$ cat config.mk
export PLATFORM = sky130hd
export DESIGN_NAME = barret_arbiter_3719
export DESIGN_NICKNAME = d
export VERILOG_FILES = /design/src/rtl/barret_3719_pkg.sv /design/src/rtl/barret_pipe_3719.sv /design/src/rtl/barret_arbiter_3719.sv
export SDC_FILE = /design/constraint.sdc
export NUM_CORES = 1
export LEC_CHECK = 0
export ABC_AREA = 1
export ABC_CLOCK_PERIOD_IN_PS = 10780
export BUFFER_PORTS_ARGS = -buffer_cell sky130_fd_sc_hd__buf_4
export CAP_MARGIN = 10
export CORE_ASPECT_RATIO = 1.5
export CORE_MARGIN = 2
export CORE_UTILIZATION = 38
export CTS_CLUSTER_DIAMETER = 50
export CTS_CLUSTER_SIZE = 20
export DETAILED_ROUTE_END_ITERATION = 16
export GPL_TIMING_DRIVEN = 0
export PLACE_DENSITY = 0.52
export SYNTH_ARGS = -nofsm -noshare
export SYNTH_HDL_FRONTEND = slang
export SYNTH_HIERARCHICAL = 1
export SYNTH_SLANG_ARGS = --single-unit
$ cat constraint.sdc
create_clock -name clk -period 10.78 [get_ports clk]
set_input_delay 2.156 -clock clk [delete_from_list [all_inputs] [get_ports clk]]
set_output_delay 2.156 -clock clk [all_outputs]
set_load 0.01 [all_outputs]
$ cat src/rtl/barret_3719_pkg.sv
// Shared constants and stage payload for the mod-3719 Barrett reducer and its arbiter.
package barret_3719_pkg;
   localparam int Q        = 3719;
   localparam int MU       = 4511;
   localparam int K        = 12;
   localparam int IN_W     = 23;
   localparam int OUT_W    = 12;
   localparam int ACC_W    = 24;
   localparam int T_W      = 12;
   localparam int ID_MAX_W = 3;

   typedef struct packed {
      logic [IN_W-1:0]     din;
      logic [T_W-1:0]      t;
      logic [ID_MAX_W-1:0] id;
   } stage_t;
endpackage

$ cat src/rtl/barret_pipe_3719.sv
// Three-stage Barrett reducer (din mod 3719); all stages advance together unless stalled.
module barret_pipe_3719
   import barret_3719_pkg::*;
(
   input  logic                clk,
   input  logic                rst,
   input  logic                stall,
   input  logic                in_valid,
   input  logic [IN_W-1:0]     in_din,
   input  logic [ID_MAX_W-1:0] in_id,
   output logic                out_valid,
   output logic [OUT_W-1:0]    out_data,
   output logic [ID_MAX_W-1:0] out_id,
   output logic                busy
);
   logic [3:1]          vld_pipe_q, vld_pipe_d;
   logic [IN_W-1:0]     s1_din_q, s1_din_d;
   logic [ID_MAX_W-1:0] s1_id_q, s1_id_d;
   stage_t              s2_q, s2_d;
   logic [OUT_W-1:0]    data_q, data_d;
   logic [ID_MAX_W-1:0] id_q, id_d;
   logic [ACC_W-1:0]    q_hat, r, r_fold;
   logic                unused_bits;

   always_comb begin
      vld_pipe_d = vld_pipe_q;
      s1_din_d   = s1_din_q;
      s1_id_d    = s1_id_q;
      s2_d       = s2_q;
      data_d     = data_q;
      id_d       = id_q;
      // 24-bit product: (2^23-1)>>12 times MU overflows 23 bits
      q_hat  = ACC_W'(s1_din_q >> K) * ACC_W'(MU);
      r      = ACC_W'(s2_q.din) - ACC_W'(s2_q.t) * ACC_W'(Q);
      r_fold = r;
      if (r_fold >= ACC_W'(Q)) r_fold = r_fold - ACC_W'(Q);
      if (r_fold >= ACC_W'(Q)) r_fold = r_fold - ACC_W'(Q);
      if (!stall) begin
         vld_pipe_d = {vld_pipe_q[2:1], in_valid};
         s1_din_d   = in_din;
         s1_id_d    = in_id;
         s2_d.din   = s1_din_q;
         s2_d.t     = q_hat[ACC_W-1:K];
         s2_d.id    = s1_id_q;
         data_d     = r_fold[OUT_W-1:0];
         id_d       = s2_q.id;
      end
   end

   always_ff @(posedge clk) begin
      if (rst) begin
         vld_pipe_q <= '0;
         s1_din_q   <= '0;
         s1_id_q    <= '0;
         s2_q       <= '0;
         data_q     <= '0;
         id_q       <= '0;
      end else begin
         vld_pipe_q <= vld_pipe_d;
         s1_din_q   <= s1_din_d;
         s1_id_q    <= s1_id_d;
         s2_q       <= s2_d;
         data_q     <= data_d;
         id_q       <= id_d;
      end
   end

   // Low quotient bits and the zero high bits of the folded remainder are dropped by design
   assign unused_bits = ^{q_hat[K-1:0], r_fold[ACC_W-1:OUT_W]};

   assign out_valid = vld_pipe_q[3];
   assign out_data  = data_q;
   assign out_id    = id_q;
   assign busy      = |vld_pipe_q;
endmodule

$ cat src/rtl/barret_arbiter_3719.sv
// Round-robin arbiter sharing one mod-3719 Barrett pipeline among N_REQ requesters.
module barret_arbiter_3719
   import barret_3719_pkg::*;
#(
   parameter int N_REQ = 4,
   parameter int ID_W  = $clog2(N_REQ)
) (
   input  logic                        clk,
   input  logic                        rst,
   input  logic [N_REQ-1:0]            req_valid,
   output logic [N_REQ-1:0]            req_ready,
   input  logic [N_REQ-1:0][IN_W-1:0]  req_data,
   output logic                        rsp_valid,
   input  logic                        rsp_ready,
   output logic [OUT_W-1:0]            rsp_data,
   output logic [ID_W-1:0]             rsp_id,
   output logic                        busy
);
   logic [ID_W-1:0]     ptr_q, ptr_d, gnt_idx;
   logic                gnt_found, stall, xfer;
   logic [ID_MAX_W-1:0] pipe_id;
   logic                unused_id;

   always_comb begin
      gnt_idx   = '0;
      gnt_found = 1'b0;
      req_ready = '0;
      // Search begins just past the last winner so each requester gets a turn
      for (int k = 1; k <= N_REQ; k++) begin
         if (!gnt_found && req_valid[ID_W'((int'(ptr_q) + k) % N_REQ)]) begin
            gnt_found = 1'b1;
            gnt_idx   = ID_W'((int'(ptr_q) + k) % N_REQ);
         end
      end
      stall = rsp_valid & ~rsp_ready;
      xfer  = gnt_found & ~stall;
      if (xfer) req_ready[gnt_idx] = 1'b1;
      ptr_d = xfer ? gnt_idx : ptr_q;
   end

   always_ff @(posedge clk) begin
      if (rst) ptr_q <= ID_W'(N_REQ - 1);
      else     ptr_q <= ptr_d;
   end

   barret_pipe_3719 u_pipe (
      .clk       (clk),
      .rst       (rst),
      .stall     (stall),
      .in_valid  (xfer),
      .in_din    (req_data[gnt_idx]),
      .in_id     (ID_MAX_W'(gnt_idx)),
      .out_valid (rsp_valid),
      .out_data  (rsp_data),
      .out_id    (pipe_id),
      .busy      (busy)
   );

   assign rsp_id    = pipe_id[ID_W-1:0];
   assign unused_id = ^pipe_id;
endmodule

* After elaboration in Yosys (flattened, before gate mapping)
Index checks and enable logic that the tools add are counted.
Word-level totals: logic and storage cells 65, register bits 81
Cells by class: multiply operators 2, reductions and logical operators 8, add/subtract/negate cells 7, order comparisons 8, bitwise logic cells 4, multiplexer cells 27
Operator list (count):
- $ge 24x12->1 const B | 2
- $bmux 23 s2 | 1
- $mul 11x13->24 const B | 1
- $mul 12x12->24 const B | 1
- $mux 24 | 1
- $sub 23x24->24 | 1
- $sub 24x12->24 const B | 1
- $mux 23 | 1
- $lt 2x4->1 const B | 4
- $mux 1 | 13
- $mux 12 | 1
- $sub 12x12->12 const B | 1
- $bmux 1 s2 | 4
- $mux 2 | 4
- $add 2x1->2 const B | 2
- $add 2x2->2 const B | 2
- $logic_and 1x1->1 | 4
- $mux 4 | 1
- $logic_not 1->1 | 3
- $lt 2x3->1 const B | 1
- $reduce_or 3->1 | 1
- $and 1x1->1 | 2
- $demux 1 s2 | 1
- $ge 2x1->1 const B | 1
- $not 1->1 | 2

* Depth between registers and ports, before layout
depth in word-level cells 19, mapped depth 41

* Hierarchy
Netlist, hierarchy kept.
Modules (own cells, without submodules):
- barret_pipe_3719 | area each 10697.8 um^2, seq. area each 1641.6 um^2, times used 1, cells each 1535
- barret_arbiter_3719 | area each 1507.7 um^2, seq. area each 40.0 um^2, times used 1, cells each 322

* Worst setup path before layout
Ideal clock, no wire load.
kind register to register, start point register u_pipe/s2_q[3] (netlist bit), end point register u_pipe.data_q[7], in the netlist u_pipe/out_data[7], stages on the path, launching flop included 40, setup time 109 ps, period minus slack after synthesis 6192 ps, slack 4588 ps, data required time 10671 ps, arrival 6083 ps, cells stage by stage dfxtp_1 inv_1 fa_1 fa_1 inv_1 ha_1 inv_1 fa_1 inv_1 fa_1 inv_1 ha_1 nand2_1 inv_1 a21oi_1 nand2_1 inv_2 nand2_1 [4 not listed] nor2_2 nand2_2 nor2_4 nand2_2 buf_6 buf_6 xor2_1 inv_1 ha_1 nand2_1 nand3_2 nand3_4 nand3_2 buf_6 nand2_1 nand3_1 nand2_1 inv_1
Between the ends: cells in the longest elaborated chain, start to end 6, elaborated cells between the ends (all ways) 8, those cells by class 3 x add/sub; 1 x mul; 2 x order compare; 2 x mux
RTL lines:
- from (decl) | line barret_pipe_3719.sv:19 | stage_t s2_q, s2_d;
- from (signal assigned) | line barret_pipe_3719.sv:55 | s2_q <= '0;
- from (signal assigned) | line barret_pipe_3719.sv:62 | s2_q <= s2_d;
- $mul 12x12->24 * | line barret_pipe_3719.sv:34 | r = ACC_W'(s2_q.din) - ACC_W'(s2_q.t) * ACC_W'(Q);
- $sub 23x24->24 * | line barret_pipe_3719.sv:34
- $sub 24x12->24 or $ge 24x12->1 (tied branches) | line barret_pipe_3719.sv:36 | if (r_fold >= ACC_W'(Q)) r_fold = r_fold - ACC_W'(Q);
- $mux 24 * | line barret_pipe_3719.sv:36
- $ge 24x12->1 or $sub 12x12->12 (tied branches) | line barret_pipe_3719.sv:37 | if (r_fold >= ACC_W'(Q)) r_fold = r_fold - ACC_W'(Q);
- $mux 12 * | line barret_pipe_3719.sv:37
- to (signal assigned) | line barret_pipe_3719.sv:63 | data_q <= data_d;
- to (decl) | line barret_pipe_3719.sv:20 | logic [OUT_W-1:0] data_q, data_d;
Every way passes the cells marked *; elsewhere a longest branch is shown, timed or not. A chain may end at the register's enable or synchronous reset.

* Worst setup path in the final report
start point register u_pipe/s2_q[14] (netlist bit), end point register u_pipe.data_q[7], in the netlist u_pipe/out_data[7]
The elaborated chain is that of the path after synthesis.

==> results.md <==
* Critical-path maximum fanout at 10
* Hold Worst Slack at 466 ps
* GRT Total Usage at 21.2%
* Worst hold path class: reg -> reg
* Slowest CP cell: fa_1
* Worst Clk Skew at 6.43 ps
* Full die area at 33300 um^2
* CP Data Required Time at 11030 ps
* IO Pins at 119
* H-tree Lvls at 3
* Crit. End Element: flip-flop
* Mapped Avg Cell Area at 6.56 um^2
* Layout cells sized above 1 at 11.6%
* YS warnings at 6
* Synth-to-Final Area Change at 14.1%
* Cells after Synth at 1844
* Fmax achieved at 0.136 GHz
* Hold Buf Count CTS at 0
* Finish-stage setup viols at 0
* Effective utilization at floorplan at 38.3%
* ANT cells at 0
* Core area at 31600 um^2
* GRT overflow at 0
* Die W at 150 um
* Clk pin slew, worst setup/hold paths at 60 ps
* Pre-antenna DRT Iters at 5
* Detailed placement HPWL at 30300 um
* Post-Syn Area at 12100 um^2
* Global-route wire length before repair at 55600 um
* CTS sink count at 81
* RSZ-0062 raised after global routing: no
* Number of global-route vias before repair at 11200
* Crit-path most repeated cell: nand2_1
* Wirelength per Cell at 14.4 um
* Max Cap Viol at 0
* Via density at 4.71
* Post-DRT Antenna Nets at 0
* Total wire length at 34300 um
* Pin count of the biggest net entering global routing at 15
* Setup ws final at 3430 ps
* Mapped Nets at 2192
* Total CTS buffers at 9
* Fin nets at 2321
* Via count at 11200
* Outcome: finished clean
* Final Hold Fails at 0
* CP arrival at 7600 ps
* Kind of critical path: reg -> reg
* Longest Clk Path Bufs at 2
* Die Span Y at 223 um
* Minimum clock period after layout at 7350 ps
* CP max stage delay at 540 ps
* Final Util at 43.7%
* Max Transition Viols Final at 0
* Post-CTS Setup Inserts at 0
* Initial antenna violation count at 0
* TritonCTS clock tree: done
* IO buf count at 118
* DR iter-0 viols at 371
* Relative slew slack at 53.3%
* Worst-Margin Slew at 700 ps
* TNS Setup at 0 ps
* Crit start category: flip-flop
* Setup WS pre-CTS at 3430 ps
* Later-pin clock latency in the skew report at 350 ps
* CTS Root Cell: clkbuf_16
* Placement Rows at 80
* Post-CTS resize count at 0
* Fin crit share at 68.1%
* DRC Markers at 0
* Gpl congestion at 0.902
[path summary, 6_finish.rpt]
path | from | endpoint | slack, ps | depth (start not counted)
worst min register to register | u_pipe/s2_q[16] | u_pipe/s2_q[16] | 470 | 2
worst max-delay path | u_pipe/s2_q[14] | u_pipe/out_data[7] | 3430 | 37
worst min-delay path | u_pipe/s2_q[16] | u_pipe/s2_q[16] | 470 | 2
worst max register to register | u_pipe/s2_q[14] | u_pipe/out_data[7] | 3430 | 37
[per-stage QoR]
| stage | cell area [um^2] | std cells |
|---|---|---|
| floorplan | 12100 | 1844 |
| global placement | 13500 | 2372 |
| detailed placement | 13500 | 2372 |
| CTS | 13800 | 2388 |
| global route | 13800 | 2388 |
| finish | 13800 | 2388 |
[layer usage]
metal | global-route usage, % | wire [um] | vias up
met5 | 0 | 0 | -
met3 | 2.16 | 1030 | 61
met4 | 8.55 | 1320 | 0
met2 | 42.0 | 18800 | 213
met1 | 22.1 | 13200 | 5049
li1 | - | - | 5921
[area by class of cell]
type	count	area [um^2]
clock inverters	5	62.6
plain buffers	52	302
fillers	3505	17800
well taps	410	513
multi-input cells	1293	8610
flip-flops and latches	81	1620
repair buffers	118	886
inverters	418	1570
clock buffers	11	243
[sequential cells by signal, summed over array words and instances, names as in the netlist]
register,count
u_pipe/s2_q,37
u_pipe/s1_din_q,23
u_pipe/out_data,12
u_pipe/vld_pipe_q,3
ptr_q,2
u_pipe/out_id,2
u_pipe/s1_id_q,2
[placed cells by master (no fill, tap or decap), drive strengths merged, types with 2 or more instances in the layout]
master and n:
o21bai 2, nor3 11, o211ai 4, a21oi 77, inv 418, nand3b 7, clkbuf 38, nand4 17
nand2 471, o21ai 81, o31ai 3, xor2 20, dfxtp 81, ha 159, fa 90, xnor2 9
a211oi 2, nand3 161, buf 143, a31oi 2, clkinvlp 2, clkinv 2, nor2 167, and2 2
[worst max-delay path: cells and delay by family, from the launching register on]
kind | cells | cell delay (ps)
buffers and inverters | 11 | 1100
AO/OA/AOI/OAI | 1 | 290
AND/OR/NAND/NOR | 17 | 2180
XOR/XNOR | 1 | 270
adder cells (fa/ha/maj) | 7 | 2900
flip-flops | 1 | 470
Power is not shown: default switching activity piles up to over one toggle a cycle in this logic, so the estimate is an artifact.
